===== src/rtl/ped_request_ctrl.sv =====
// Pedestrian request front-end: synchronises and debounces the button, issues a one-cycle Set once
// Green has aged enough, and follows lamp feedback for Wait/Walk. Every output is a flop.
module ped_request_ctrl #(
   parameter int num_of_bit   = 4,
   parameter int debounce_len = 3,
   parameter int min_green    = 5,
   parameter int cooldown     = 8
) (
   input  logic CLK,
   input  logic Reset,
   input  logic Button,
   input  logic Red,
   input  logic Yellow,
   input  logic Green,
   output logic Set,
   output logic Wait_lamp,
   output logic Walk,
   output logic Fault
);

   typedef logic [num_of_bit-1:0] cnt_t;

   localparam cnt_t DB_LAST  = cnt_t'(debounce_len - 1);
   localparam cnt_t MIN_AGE  = cnt_t'(min_green);
   localparam cnt_t COOL_LEN = cnt_t'(cooldown);
   localparam cnt_t CNT_MAX  = '1;
   localparam cnt_t CNT_ONE  = cnt_t'(1);

   typedef enum logic [2:0] {
      S_IDLE,
      S_PENDING,
      S_SET_PULSE,
      S_WAIT_RED,
      S_WALK,
      S_COOLDOWN
   } state_t;

   logic   r_sync1;
   logic   r_sync2;
   logic   r_stable;
   cnt_t   r_db_cnt;
   logic   r_press;
   cnt_t   r_age;
   logic   r_fault;
   state_t r_state;
   cnt_t   r_cd;
   logic   r_sticky;
   logic   r_set;
   logic   r_wait;
   logic   r_walk;

   logic   w_lamps_ok;
   logic   w_green;
   logic   w_red;
   logic   w_aged;

   // One-hot check: odd parity rules out 0 and 2 lamps, the AND term rules out all 3.
   assign w_lamps_ok = (Red ^ Yellow ^ Green) & ~(Red & Yellow & Green);
   assign w_green    = Green & w_lamps_ok;
   assign w_red      = Red & w_lamps_ok;

   if (min_green == 0) begin : g_no_min_green
      assign w_aged = 1'b1;
   end else begin : g_min_green
      assign w_aged = (r_age >= MIN_AGE);
   end

   always_ff @(posedge CLK or negedge Reset) begin
      if (!Reset) begin
         r_sync1 <= 1'b0;
         r_sync2 <= 1'b0;
      end else begin
         r_sync1 <= Button;
         r_sync2 <= r_sync1;
      end
   end

   // The new level is taken on the debounce_len-th consecutive differing sample.
   always_ff @(posedge CLK or negedge Reset) begin
      if (!Reset) begin
         r_stable <= 1'b0;
         r_db_cnt <= '0;
         r_press  <= 1'b0;
      end else if (r_sync2 != r_stable) begin
         if (r_db_cnt == DB_LAST) begin
            r_stable <= r_sync2;
            r_db_cnt <= '0;
            r_press  <= r_sync2;
         end else begin
            r_db_cnt <= r_db_cnt + CNT_ONE;
            r_press  <= 1'b0;
         end
      end else begin
         r_db_cnt <= '0;
         r_press  <= 1'b0;
      end
   end

   always_ff @(posedge CLK or negedge Reset) begin
      if (!Reset) begin
         r_age   <= '0;
         r_fault <= 1'b0;
      end else begin
         r_fault <= ~w_lamps_ok;
         if (!w_green) begin
            r_age <= '0;
         end else if (r_age != CNT_MAX) begin
            r_age <= r_age + CNT_ONE;
         end
      end
   end

   always_ff @(posedge CLK or negedge Reset) begin
      if (!Reset) begin
         r_state  <= S_IDLE;
         r_cd     <= '0;
         r_sticky <= 1'b0;
         r_set    <= 1'b0;
         r_wait   <= 1'b0;
         r_walk   <= 1'b0;
      end else begin
         r_set <= 1'b0;
         case (r_state)
            S_IDLE: begin
               if (r_press) begin
                  r_state <= S_PENDING;
                  r_wait  <= 1'b1;
               end
            end
            S_PENDING: begin
               if (w_green && w_aged) begin
                  r_state <= S_SET_PULSE;
                  r_set   <= 1'b1;
               end
            end
            S_SET_PULSE: begin
               r_state <= S_WAIT_RED;
            end
            S_WAIT_RED: begin
               if (w_red) begin
                  r_state <= S_WALK;
                  r_wait  <= 1'b0;
                  r_walk  <= 1'b1;
               end
            end
            S_WALK: begin
               if (!w_red) begin
                  r_state <= S_COOLDOWN;
                  r_walk  <= 1'b0;
                  r_cd    <= COOL_LEN;
               end
            end
            S_COOLDOWN: begin
               // A press landing on the exit cycle is honoured like an earlier sticky one.
               if (r_cd == CNT_ONE) begin
                  r_sticky <= 1'b0;
                  if (r_sticky || r_press) begin
                     r_state <= S_PENDING;
                     r_wait  <= 1'b1;
                  end else begin
                     r_state <= S_IDLE;
                  end
               end else begin
                  r_cd <= r_cd - CNT_ONE;
                  if (r_press) begin
                     r_sticky <= 1'b1;
                  end
               end
            end
            default: begin
               r_state  <= S_IDLE;
               r_wait   <= 1'b0;
               r_walk   <= 1'b0;
               r_sticky <= 1'b0;
            end
         endcase
      end
   end

   assign Set       = r_set;
   assign Wait_lamp = r_wait;
   assign Walk      = r_walk;
   assign Fault     = r_fault;

endmodule


===== config.mk =====
export PLATFORM = sky130hd
export DESIGN_NAME = ped_request_ctrl
export DESIGN_NICKNAME = d
export VERILOG_FILES = /design/src/rtl/ped_request_ctrl.sv
export SDC_FILE = /design/constraint.sdc
export NUM_CORES = 1
export LEC_CHECK = 0
export CORE_ASPECT_RATIO = 0.75
export CORE_MARGIN = 2
export CORE_UTILIZATION = 24
export CTS_BUF_LIST = sky130_fd_sc_hd__clkbuf_8
export CTS_CLUSTER_SIZE = 40
export DETAILED_ROUTE_END_ITERATION = 12
export PLACE_DENSITY = 0.51
export SLEW_MARGIN = 0
export SYNTH_ARGS = -nofsm -noshare
export SYNTH_HDL_FRONTEND = slang
export SYNTH_SLANG_ARGS = --single-unit

===== constraint.sdc =====
create_clock -name CLK -period 3.5 [get_ports CLK]
set_input_delay 0.875 -clock CLK [delete_from_list [all_inputs] [get_ports CLK]]
set_output_delay 0.875 -clock CLK [all_outputs]
set_load 0.02 [all_outputs]

# Word level (Yosys, flattened, before mapping)
# Cells that the tools add are included.
[classes] magnitude_cmp=1 n_bitwise=12 muxes=28 reduce_logical=13 n_eq_ne=18 add_sub_neg=3
[ops] operator="4-bit two-way mux" n=6
[ops] operator="3-bit case mux with 6 select lines" n=1
[ops] operator="3-bit two-way mux" n=5
[ops] operator="2-bit != test, second input constant" n=7
[ops] operator="1-bit two-way mux" n=12
[ops] operator="5-bit AND reduction" n=2
[ops] operator="4-bit by 1-bit adder with 4-bit output, second input constant" n=2
[ops] operator="4-bit case mux with 2 select lines" n=1
[ops] operator="3-bit by 2-bit == test with 1-bit output, second input constant" n=2
[ops] operator="3-bit == test, second input constant" n=2
[ops] operator="3-bit AND reduction" n=2
[ops] operator="1-bit bitwise AND" n=5
[ops] operator="1-bit inverter" n=5
[ops] operator="5-bit OR reduction" n=1
[ops] operator="4-bit by 1-bit == test with 1-bit output, second input constant" n=1
[ops] operator="4-bit by 2-bit == test with 1-bit output, second input constant" n=1
[ops] operator="4-bit by 3-bit greater-or-equal comparator with 1-bit output, second input constant" n=1
[ops] operator="4-bit != test, second input constant" n=1
[ops] operator="1-bit case mux with 4 select lines" n=1
[ops] operator="2-bit AND reduction" n=2
[ops] operator="4-bit OR reduction" n=1
[ops] operator="4-bit by 1-bit subtractor with 4-bit output, second input constant" n=1
[ops] operator="3-bit by 1-bit == test with 1-bit output, second input constant" n=1
[ops] operator="3-bit zero test" n=1
[ops] operator="other kinds (10)" n=11
[word_totals] ff_bits=24 output_inout_bits=4 inputBits=6 elab_cells=88

# Longest topological paths before layout
[logic_depth] ltp_word=8 depth_mapped=6 ltp_nobuf=6

# Worst setup path after synthesis
# Ideal clock, no wire load.
[synth_timing] path_kind="input port to flip-flop" from="in Red" to="reg r_state[0]" t_arrival_ps=2144 cell_stages=5 slack_ps=1218 n_path_buf=0 setup_time_ps=139 t_required_ps=3361 path_cell_list="ha_1 -> nand4bb_1 -> a21oi_1 -> nor4b_1 -> or4b_1"
[synth_via] elab_chain_cells=8 word_cells_on_any_way=13 classes_between="eq/ne: 3; bitwise: 8; reduce/logical: 2"
[synth_lines] element="start: declaration" line_no="12" text="input logic Red,"
[synth_lines] element="1-bit bitwise AND (2 in series)" line_no="58" text="assign w_lamps_ok = (Red ^ Yellow ^ Green) & ~(Red & Yellow & Green);"
[synth_lines] element="1-bit inverter" line_no="58"
[synth_lines] element="1-bit bitwise AND" line_no="58"
[synth_lines] element="1-bit bitwise AND" line_no="59" text="assign w_green = Green & w_lamps_ok;"
[synth_lines] element="1-bit logical AND" line_no="131" text="if (w_green && w_aged) begin"
[synth_lines] element="2-bit != test (no source line)"
[synth_lines] element="5-bit AND reduction (no source line) *"
[synth_lines] element="end signal: assignment" line_no="132" text="r_state <= S_SET_PULSE;"
[synth_lines] element="end signal: assignment" line_no="137" text="r_state <= S_WAIT_RED;"
[synth_lines] element="end signal: assignment" line_no="141" text="r_state <= S_WALK;"
[synth_lines] element="end: declaration" line_no="45" text="state_t r_state;"
# Every way passes the cells marked *; elsewhere a longest branch is shown, timed or not.
# A chain may end at the register's enable or synchronous reset.

# Final worst setup path
# Ends and elaborated chain as after synthesis.

==> impl_metrics.yaml <==
run_status:
  status: "complete, no violations"
finish:
  seqCellArea_sq_um: 600.6
  area_growth_pct: 17.99
  fin_nets: 150
  final_common_cell: "dfrtp_1"
  multi_input_comb_area_sq_um: 594.3
  utilization_pct: 29.65
  n_antenna_cell: 0
  drive_above_1_share_pct: 8.889
  fin_area_sq_um: 1469
  final_cell_mix: "dfrtp_1, nor2_1, nand2_1, clkdlybuf4s50_1"
  nFillCells: 522
synth:
  yosysWarnings: 0
  synth_area_sq_um: 1245
  netlist_instances: 124
  synth_top_area_share_pct: 48.24
  synth.area.top_cells: "dfrtp_1, ha_1, nor2_1"
  synth_cell_type_count: 37
  synth_area_leader_cell: "dfrtp_1"
  synth-seq-area-share_pct: 48.24
  ys_seq_elements: 24
  synth.net_count: 138
  syn_avg_cell_area_sq_um: 10.04
die:
  num_rows: 22
  die_w_microns: 87.17
  core_sq_um: 4955
  initial_core_util_pct: 25.13
  die_area_sq_um: 5786
  die_h_microns: 66.38
  pin_count: 10
global_route:
  grt_pass1_wl_microns: 4036
  grt-ovfl-total: 0
  grt_pass1_vias: 908
  grt_max_degree: 25
  gr-usage-all-layers_pct: 8.824
  antenna_found_initial: 0
placed_design:
  dp_slack_ns: 0.5972
  port_buffers: 9
  postPlaceCellArea_sq_um: 1398
  dpl.hpwl_microns: 1692
  gp_congestion: 0.8141
sta:
  final-max-slew-violation-count: 0
  finalSetupViolCount: 0
  fmax_ghz: 0.3795
  period_share_pct: 75.29
  hold_violations: 0
  period_needed_ns: 2.635
  tightest_slew_ns: 0.4599
  rsz0062_at_grt: "no"
  fin_skew_ns: 0.007075
  setup_tns_ns: 0
  slew_headroom_pct: 69.05
  setup_ws_ns: 0.8647
detailed_routing:
  viasPerCell: 4.733
  ant_nets: 0
  wl_per_cell_microns: 11.71
  drt_iter0_drc: 32
  vias: 923
  firstDrtPassIters: 4
  wl_microns: 2284
  drcViolationCount: 0
cts:
  cts-root-buf: "clkbuf_8"
  cts_made_buffers: 3
  cts_tree: "yes"
  clk_pin_slew_ns: 0.09
  ctsHtreeMaxLevel: 1
  cts_setup_buffers: 0
  worstSkewPairLatency_ns: 0.27
  cts_resized: 0
  cts_buffer_depth: 2
  cts.sinks: 24
  cts_hold_buf: 0
critical_path:
  path_max_fanout: 5
  cp_data_arrival_time_ns: 2.78
  criticalPathCategory: "in2reg"
  crit_required_ns: 3.64
  start_kind: "input pin"
  end_kind: "flip-flop"
pwr:
  power.leakage_uw: 0.0006315
  p_per_area_nw_per_um2: 521.2
  vdd_ir_drop_max_v: 0.0001773
job:
  cap_violations: 0
worst_hold_path:
  hp-class: "reg2reg"
-- critical path, cell delays in order --
cell             delay, ns
clkdlybuf4s50_1       0.47
ha_1                  0.37
nand4bb_1             0.29
a21oi_1               0.18
nor4b_1               0.06
or4b_1                0.53
-- registers in the layout (all words and copies together), names as in the netlist --
signal	cells
r_state	3
r_press	1
r_cd	4
r_stable	1
Wait_lamp	1
Walk	1
r_sticky	1
Set	1
r_sync1	1
r_age	4
Fault	1
r_db_cnt	4
r_sync2	1
-- logic make-up (layout without fill, tap and decap cells) --
| group | Yosys count | after routing | share of synthesized area [%] |
|---|---|---|---|
| buffers and inverters | 11 | 22 | 4.019 |
| AOI/OAI and AO/OA | 25 | 25 | 12.76 |
| and+or+nand+nor | 49 | 49 | 21.71 |
| muxes | 2 | 2 | 1.709 |
| DFF | 24 | 24 | 48.24 |
| xor gates and xnor gates | 5 | 5 | 3.518 |
| adders and majority gates | 8 | 8 | 8.041 |
-- Yosys cell counts --
cell,number
buf_4,2
a21oi_2,1
o211ai_1,2
nand2b_1,2
nor3b_1,4
nor2b_1,1
o31ai_1,1
nor4b_1,1
a21oi_1,3
o2bb2ai_1,1
and3b_2,1
nand2_2,1
mux2i_1,1
a31oi_1,5
nor3_1,3
or3b_4,1
buf_2,1
xor2_1,2
nand3_1,4
or2_2,1
a22oi_1,2
nand4bb_1,1
mux2_2,1
o21ai_0,8
nand2_1,9
xnor2_1,3
clkinv_1,1
a32oi_1,1
inv_1,7
nor4_1,2
dfrtp_1,24
nand4b_1,1
nor2_1,14
or4b_1,1
ha_1,8
nand3b_1,2
a31o_2,1
-- where the power goes --
part | internal (uW) | total (uW) | switching (uW)
logic | 77.6 | 164 | 86.4
registers | 319 | 358 | 39.0
clock network | 153 | 243 | 90.3
-- stage by stage --
stage	power, uW	hold WS, ns	instances
after CTS	777.5	0.3639	195
after floorplan	471.3	0.3312	124
after global placement	522.4	0.3351	191
after global routing	822.1	0.3842	195
after detailed placement	530.8	0.3434	191
final	765.6	0.3618	195
-- routing by layer --
metal	part of all wire (%)	wire [microns]	vias to the layer above	global-route usage, %
met5	0	0	-	0
li1	-	-	460	-
met2	43	988	15	14.22
met3	4.3	99	0	2.996
met1	52	1196	448	11.77
met4	0	0	0	1.154
-- layout make-up --
class	instances	area share, %
Tap cell	60	5.111
Clock inverter	1	2.044
Clock buffer	3	2.811
Inverter	8	2.044
Multi-Input combinational cell	89	40.46
Sequential cell	24	40.89
Timing Repair Buffer	10	6.644
-- final timing paths --
check	start	depth (start not counted)	to	slack, ns
max in group asynchronous	Reset	2	r_state[2]$_DFFE_PN0P_	2.31
min in group asynchronous	Reset	2	r_age[1]$_DFFE_PN0P_	0.96
hold / removal	r_sync1$_DFF_PN0_	0	r_sync2$_DFF_PN0_	0.36
hold reg to reg	r_sync1$_DFF_PN0_	0	r_sync2$_DFF_PN0_	0.36
setup / recovery	Red	6	r_state[0]$_DFFE_PN0P_	0.86
setup reg to reg	r_cd[1]$_DFFE_PN0P_	6	r_state[0]$_DFFE_PN0P_	1.66
Power figures use the tool's default switching activity.
